`src/rtl/stage_seq_pkg.sv`:
```
// stage_seq_pkg: shared FSM state type and default parameters for the stage sequencer
package stage_seq_pkg;
  typedef enum logic [1:0] {IDLE, RUN, FINISH, ERR} seq_state_t;
  localparam int DEF_N_STAGES = 6;
  localparam int DEF_TO_W = 16;
  localparam int DEF_TO_LIMIT = 50000;
endpackage

```
`src/rtl/next_stage_sel.sv`:
```
// next_stage_sel: lowest set mask bit above cur (or from bit 0 when from_start), with none flag
module next_stage_sel
  import stage_seq_pkg::*;
#(
  parameter int N = DEF_N_STAGES
) (
  input  logic [N-1:0] mask,
  input  logic [3:0]   cur,
  input  logic         from_start,
  output logic [3:0]   nxt,
  output logic         none
);
  // scan downward so the lowest qualifying bit is the last one written
  always_comb begin
    nxt = '0;
    none = 1'b1;
    for (int i = N - 1; i >= 0; i--)
      if (mask[i] && (from_start || i > int'(cur))) begin
        nxt = 4'(i);
        none = 1'b0;
      end
  end
endmodule

```
`src/rtl/stage_sequencer.sv`:
```
// stage_sequencer: walks enabled pipeline stages in order; STAGE_SEQ_WATCHDOG_EN adds a per-stage watchdog
module stage_sequencer
  import stage_seq_pkg::*;
#(
  parameter int N_STAGES = DEF_N_STAGES,
  parameter int TO_W = DEF_TO_W,
  parameter int TO_LIMIT = DEF_TO_LIMIT
) (
  input  logic                clk,
  input  logic                reset,
  input  logic                run,
  input  logic                cont,
  input  logic                abort,
  input  logic [N_STAGES-1:0] stage_en,
  input  logic [N_STAGES-1:0] done,
  output logic                state_idle,
  output logic [N_STAGES-1:0] state_stage,
  output logic [N_STAGES-1:0] stage_start,
  output logic [3:0]          cur_stage,
  output logic                frame_done,
  output logic                error
);
  seq_state_t st, st_n;
  logic [3:0] cur, cur_n, nxt;
  logic [N_STAGES-1:0] mask_q, mask_n, start_n, stage_oh;
  logic none;

  next_stage_sel #(.N(N_STAGES)) u_sel (
    .mask(st == IDLE ? stage_en : mask_q),
    .cur(cur),
    .from_start(st != RUN),
    .nxt(nxt),
    .none(none)
  );

  assign stage_oh = st == RUN ? N_STAGES'(1) << cur : '0;
  assign state_idle = st == IDLE;
  assign state_stage = stage_oh;
  assign cur_stage = st == RUN ? cur : 4'd0;
  assign frame_done = st == FINISH;

`ifdef STAGE_SEQ_WATCHDOG_EN
  logic [TO_W-1:0] wd;
  assign error = st == ERR;
  // watchdog restarts on every stage entry and counts only while running
  always_ff @(posedge clk)
    if (reset) wd <= '0;
    else wd <= (st != RUN || |start_n) ? '0 : wd + 1'b1;
`else
  assign error = 1'b0;
`endif

  // next state, next stage index and entry pulses; abort overrides everything
  always_comb begin
    st_n = st;
    cur_n = cur;
    mask_n = mask_q;
    start_n = '0;
    case (st)
      IDLE:
        if (run && |stage_en) begin
          st_n = RUN;
          mask_n = stage_en;
          cur_n = nxt;
          start_n = N_STAGES'(1) << nxt;
        end
      RUN:
        if (|(done & stage_oh)) begin
          if (none) st_n = FINISH;
          else begin
            cur_n = nxt;
            start_n = N_STAGES'(1) << nxt;
          end
        end
`ifdef STAGE_SEQ_WATCHDOG_EN
        else if (wd == TO_W'(TO_LIMIT - 1)) st_n = ERR;
`endif
      FINISH:
        if (cont) begin
          st_n = RUN;
          cur_n = nxt;
          start_n = N_STAGES'(1) << nxt;
        end else st_n = IDLE;
      default: st_n = ERR;
    endcase
    if (abort) begin
      st_n = IDLE;
      start_n = '0;
    end
  end

  // state, latched mask and registered entry pulse
  always_ff @(posedge clk)
    if (reset) begin
      st <= IDLE;
      cur <= '0;
      mask_q <= '0;
      stage_start <= '0;
    end else begin
      st <= st_n;
      cur <= cur_n;
      mask_q <= mask_n;
      stage_start <= start_n;
    end
endmodule
```
`config.mk`:
```
export PLATFORM = sky130hd
export DESIGN_NAME = stage_sequencer
export DESIGN_NICKNAME = d
export VERILOG_FILES = /design/src/rtl/stage_seq_pkg.sv /design/src/rtl/next_stage_sel.sv /design/src/rtl/stage_sequencer.sv
export SDC_FILE = /design/constraint.sdc
export NUM_CORES = 1
export LEC_CHECK = 0
export BUFFER_PORTS_ARGS = -buffer_cell sky130_fd_sc_hd__buf_4
export CAP_MARGIN = 20
export CELL_PAD_IN_SITES_DETAIL_PLACEMENT = 0
export CELL_PAD_IN_SITES_GLOBAL_PLACEMENT = 1
export CORE_MARGIN = 5
export CORE_UTILIZATION = 40
export CTS_BUF_LIST = sky130_fd_sc_hd__clkbuf_4 sky130_fd_sc_hd__clkbuf_8
export DETAILED_ROUTE_END_ITERATION = 8
export PLACE_DENSITY_LB_ADDON = 0.1
export SLEW_MARGIN = 10
export SYNTH_ARGS = -nofsm -noshare
export SYNTH_HDL_FRONTEND = slang
export SYNTH_SLANG_ARGS = --single-unit
```
`constraint.sdc`:
```
create_clock -name clk -period 3.6 [get_ports clk]
set_input_delay 0.72 -clock clk [delete_from_list [all_inputs] [get_ports clk]]
set_output_delay 0.72 -clock clk [all_outputs]
set_load 0.02 [all_outputs]
```
# After elaboration in Yosys (flattened, before gate mapping)
# Cells that the tools add are included.
# word_totals
ff_bits	18
input_bits	17
output_inout_bits	19
elab_cells	70
# classes
order_cmp	5
n_eq_ne	8
n_shift	2
muxes	30
bitwise	1
n_reduce_logical	20
# op_table
op	count
$mux W4	10
$mux W6	6
$pmux W6 S3	1
$pmux W4 S3	1
$reduce_or A6 Y1	2
$shl A1 B4 Y6 const A	2
$gt A2 B4 Y1 const A	2
$gt A3 B4 Y1 const A	2
$logic_and A1 B1 Y1	7
$mux W1	7
$and A6 B6 Y6	1
$mux W2	3
$ne A2 B1 Y1 const B	3
$ne A2 B2 Y1 const B	3
$pmux W2 S3	1
$logic_or A1 B1 Y1	5
$reduce_and A5 Y1	1
$gt A1 B4 Y1 const A	1
$mux W3	1
$reduce_and A3 Y1	1
$reduce_bool A3 Y1	1
$eq A2 B1 Y1 const B	1
$eq A2 B2 Y1 const B	1
$logic_not A2 Y1	1
2 further kinds	2

# Longest topological paths before layout
# logic_depth
depth_word	13
mapped_depth	6
mapped_depth_nobuf	5

# Cells and area by module
# From an unflattened synthesis, not the netlist that was laid out.
# unflattened
cells_unflattened	130
area_unflattened_um2	1109.8
# modules_own_cells
module	instances	cells_per_inst	area_per_inst_um2	seq_area_each_um2
stage_sequencer	1	105	962.2	360.3
next_stage_sel	1	25	147.6	0.0

# Worst setup path before layout
# No wires, ideal clock.
# synth_timing
path_type	register -> output
from	register st[0]
to	output state_stage[0]
arrival_ns	1.433
required_time_ns	2.880
slack_ns	1.447
path_stages_with_launch	5
path_buffers	1
path_cell_list	dfxtp_1 -> clkbuf_1 -> nand2b_1 -> nand2b_1 -> nor3_1
# synth_via
elab_chain_cells	2
# synth_lines
element	line_no	rtl
start: declaration	stage_sequencer.sv:23	seq_state_t st, st_n;
start signal: assignment	stage_sequencer.sv:100	st <= st_n;
$eq A2 B1 Y1	stage_sequencer.sv:36	assign stage_oh = st == RUN ? N_STAGES'(1) << cur : '0;
$mux W6	stage_sequencer.sv:36	
end: declaration	stage_sequencer.sv:17	output logic [N_STAGES-1:0] state_stage,
# Every way passes these cells.

# Worst setup path in the final report
# layout_timing
from	register st[1]
to	register cur[2]
# layout_via
elab_chain_cells	12
elab_cells_between_ends	42
classes_between	eq/ne: 7; mux: 19; bitwise: 1; reduce/logical: 15
# layout_lines
element	line_no	rtl
$logic_not A2 Y1 / $ne A2 B1 Y1 (equally long branches)	stage_sequencer.sv:29, stage_sequencer.sv:59, stage_sequencer.sv:31	
$mux W6 / $logic_or A1 B1 Y1 (equally long branches)	stage_sequencer.sv:29, next_stage_sel.sv:18	
$logic_and A1 B1 Y1	next_stage_sel.sv:18	if (mask[i] && (from_start || i > int'(cur))) begin
$mux W3	next_stage_sel.sv:18	
$mux W4 (5 in series)	next_stage_sel.sv:18	
$mux W4	stage_sequencer.sv:69	if (none) st_n = FINISH;
$mux W4	stage_sequencer.sv:68	if (|(done & stage_oh)) begin
$pmux W4 S3	stage_sequencer.sv:59	case (st)
end signal: assignment	stage_sequencer.sv:101	cur <= cur_n;
end: declaration	stage_sequencer.sv:24	logic [3:0] cur, cur_n, nxt;
# Several ways; a longest one is shown, not always the timed one. The select of a mux whose other input is x is not followed.
# A chain may end at the register's enable or synchronous reset.

==> results.cfg <==
[placed_design]
hpwl_mm = 2.05
place.gp.congestion = 0.850
dp.cells = 184
port_buffers = 33

[timing]
fin_crit_ns = 2.62
worst_pin_slew_ns = 0.815
finClkSkew_ns = 0.00699
tns_ns = 0
setup_viol = 0
rsz0062_at_grt = false
fin_crit_sh_pct = 72.8
fmax_mhz = 381
hold_violations = 0
drv_slew = 0
max_slew_margin_pct = 45.5

[global_routing]
grt_pass1_vias = 969
grt_max_degree = 21
overflow = 0
grt_usage_pct = 15.2
antenna_found_initial = 0
grt_pass1_wl_mm = 4.40

[power_and_ir_drop]
peakVddDrop_mv = 0.279
p_per_area_nw_per_um2 = 302
p_leak_uw = 0.000589

[floorplanning]
die_h_microns = 61.6
io_pins = 36
std_cell_rows = 18
die-area_sq_um = 3790
core-area_sq_um = 2520
die_w_microns = 61.6
start_util_pct = 42.2

[detailed_routing]
post-route-drc-count = 0
dr_wl_met2_mm = 1.16
met3_length_microns = 150
viasPerCell = 5.69
wl_per_cell_microns = 13.8
routed.top_layer = met4
drt-total-wl_mm = 2.59
drt_iter0_markers = 19
antenna_left = 0
drt-pass1-iter-count = 6
vias = 1070
drt-met1-wl_mm = 1.25

[synthesis]
syn_avg_cell_area_sq_um = 8.19
synth_cells = 130
syn-cell-area_sq_um = 1060
synth_seq_area_share_pct = 32.0
synth-async-reset-ratio_pct = 0
ys_types = 45
yosysWarnings = 0
synthFlopType = dfxtp_1
synth-seq-cells = 17
synth_edf_count = 0

[layout]
layout_commonest_cell = buf_4
drive_above_1_share_pct = 25.3
nets = 176
n_fill_cell = 257
final_cells = 188
antenna-diode-count = 0
final_cell_mix = buf_4 (33), dfxtp_1 (17), nor2_1 (15)
area_growth_pct = 25.0

[worst_setup_path]
worstPathMaxFanout = 20
end_kind = flip-flop
cp_num_buf_inv = 0
cp.required_ns = 3.81
worstPathArrival_ns = 2.83
path_delay_family = simple AND/OR/NAND/NOR gates
cp_cell_sequence = nor2_1 > a222oi_1 > nand4_1 > or4_1 > o31ai_1
cpPeakStageDelay_ns = 0.69
start_kind = flip-flop
crit_path_top_delay_cell = dfxtp_1
crit_type = flip-flop to flip-flop

[outcome]
status = completed

[clocking]
clkTransAtPathRegs_ns = 0.10
cts_htree_levels = 1
cts_sinks = 17
cts_root_buf = clkbuf_4
cts_tree = built
cts_resized = 0
hold_buffers = 0
numCtsBuffers = 3
clk_path_buf_depth = 2
post-cts-setup-buffers = 0
insertion_delay_ns = 0.29

[job]
max_cap_violations = 0

[worst_hold_path]
hp-class = flip-flop to flip-flop
## where the power goes
group / internal (uW) / total, uW / leakage, uW / switching, uW
combinational: 43.9 / 90.8 / 0.000432 / 46.9
clock: 41.3 / 103 / 0.0000177 / 61.8
sequential: 196 / 208 / 0.000139 / 11.6
total: 281 / 402 / 0.000589 / 120
## through the flow
stage / instance area [sq um] / utilization, % / hold slack, ns / total power [uW] / setup WS, ns
2_1_floorplan: 1070 / - / 0.451 / 273 / 1.45
3_3_place_gp: 1300 / 51.7 / 0.470 / 302 / 1.13
3_5_place_dp: 1300 / 51.7 / 0.474 / 303 / 1.06
4_1_cts: 1330 / 52.8 / 0.490 / 406 / 1.03
5_1_grt: 1330 / 52.8 / 0.509 / 427 / 0.707
6_report: 1330 / 52.8 / 0.493 / 402 / 0.977
## final timing paths
| kind | from | depth (start not counted) | end | slack (ns) |
|---|---|---|---|---|
| worst max register to register | st[1] | 5 | cur[2] | 0.98 |
| worst max-delay path | st[1] | 5 | cur[2] | 0.98 |
| worst min-delay path | mask_q[5] | 2 | mask_q[5] | 0.49 |
| worst min register to register | mask_q[5] | 2 | mask_q[5] | 0.49 |
## routing by layer
metal  vias up  track usage, %
li1        530               -
met1       513            20.8
met2        23            24.5
met3         4            2.31
met4         0            4.55
met5         -               0
## tightest hold or removal path, delay by kind of cell, from the launching register on
family,cells,cell delay [ns]
AOI/OAI and AO/OA,1,0.06
and+or+nand+nor,1,0.07
DFF,1,0.33
## kinds of logic (layout without fill, tap and decap cells)
| family | after synthesis | count (layout) | synth area share [%] |
|---|---|---|---|
| AO/OA/AOI/OAI | 27 | 27 | 19.6 |
| buffers and inverters | 15 | 42 | 6.46 |
| flip-flops | 17 | 17 | 32.0 |
| multiplexers | 9 | 9 | 9.75 |
| other | 1 | 2 | 0.352 |
| AND/OR/NAND/NOR | 61 | 61 | 31.8 |
## cell type report
| cell class | instances | area (sq um) | area share, % |
|---|---|---|---|
| sequential | 17 | 340 | 25.6 |
| multi-input combinational | 99 | 659 | 49.5 |
| clock buffer | 3 | 22.5 | 1.69 |
| inverter | 5 | 18.8 | 1.41 |
| clock inverter | 1 | 5.00 | 0.376 |
| timing repair buffer | 33 | 248 | 18.6 |
| tap | 30 | 37.5 | 2.82 |
## sequential cells by signal, summed over array words and instances (netlist names)
register     count
cur              3
st               2
mask_q           6
stage_start      6
## Yosys cell counts (2+ instances only)
library cell / count / area, sq um
a22oi_1: 3 / 22.5
buf_4: 3 / 22.5
dfxtp_1: 17 / 340
and2_1: 3 / 18.8
nor3_1: 8 / 40.0
a31oi_1: 2 / 12.5
nand3b_1: 2 / 15.0
inv_1: 5 / 18.8
o211a_1: 2 / 20.0
nand3_1: 3 / 15.0
or3_1: 2 / 12.5
nor3b_1: 3 / 22.5
mux2i_1: 7 / 70.1
o221ai_1: 2 / 17.5
nand2_1: 6 / 22.5
nor2_1: 15 / 56.3
o21a_1: 2 / 15.0
nor2b_1: 2 / 12.5
clkbuf_1: 6 / 22.5
o21ai_0: 3 / 15.0
or4_1: 2 / 15.0
nand2b_1: 7 / 43.8
a211oi_1: 3 / 22.5
(Power assumes the default switching activity.)
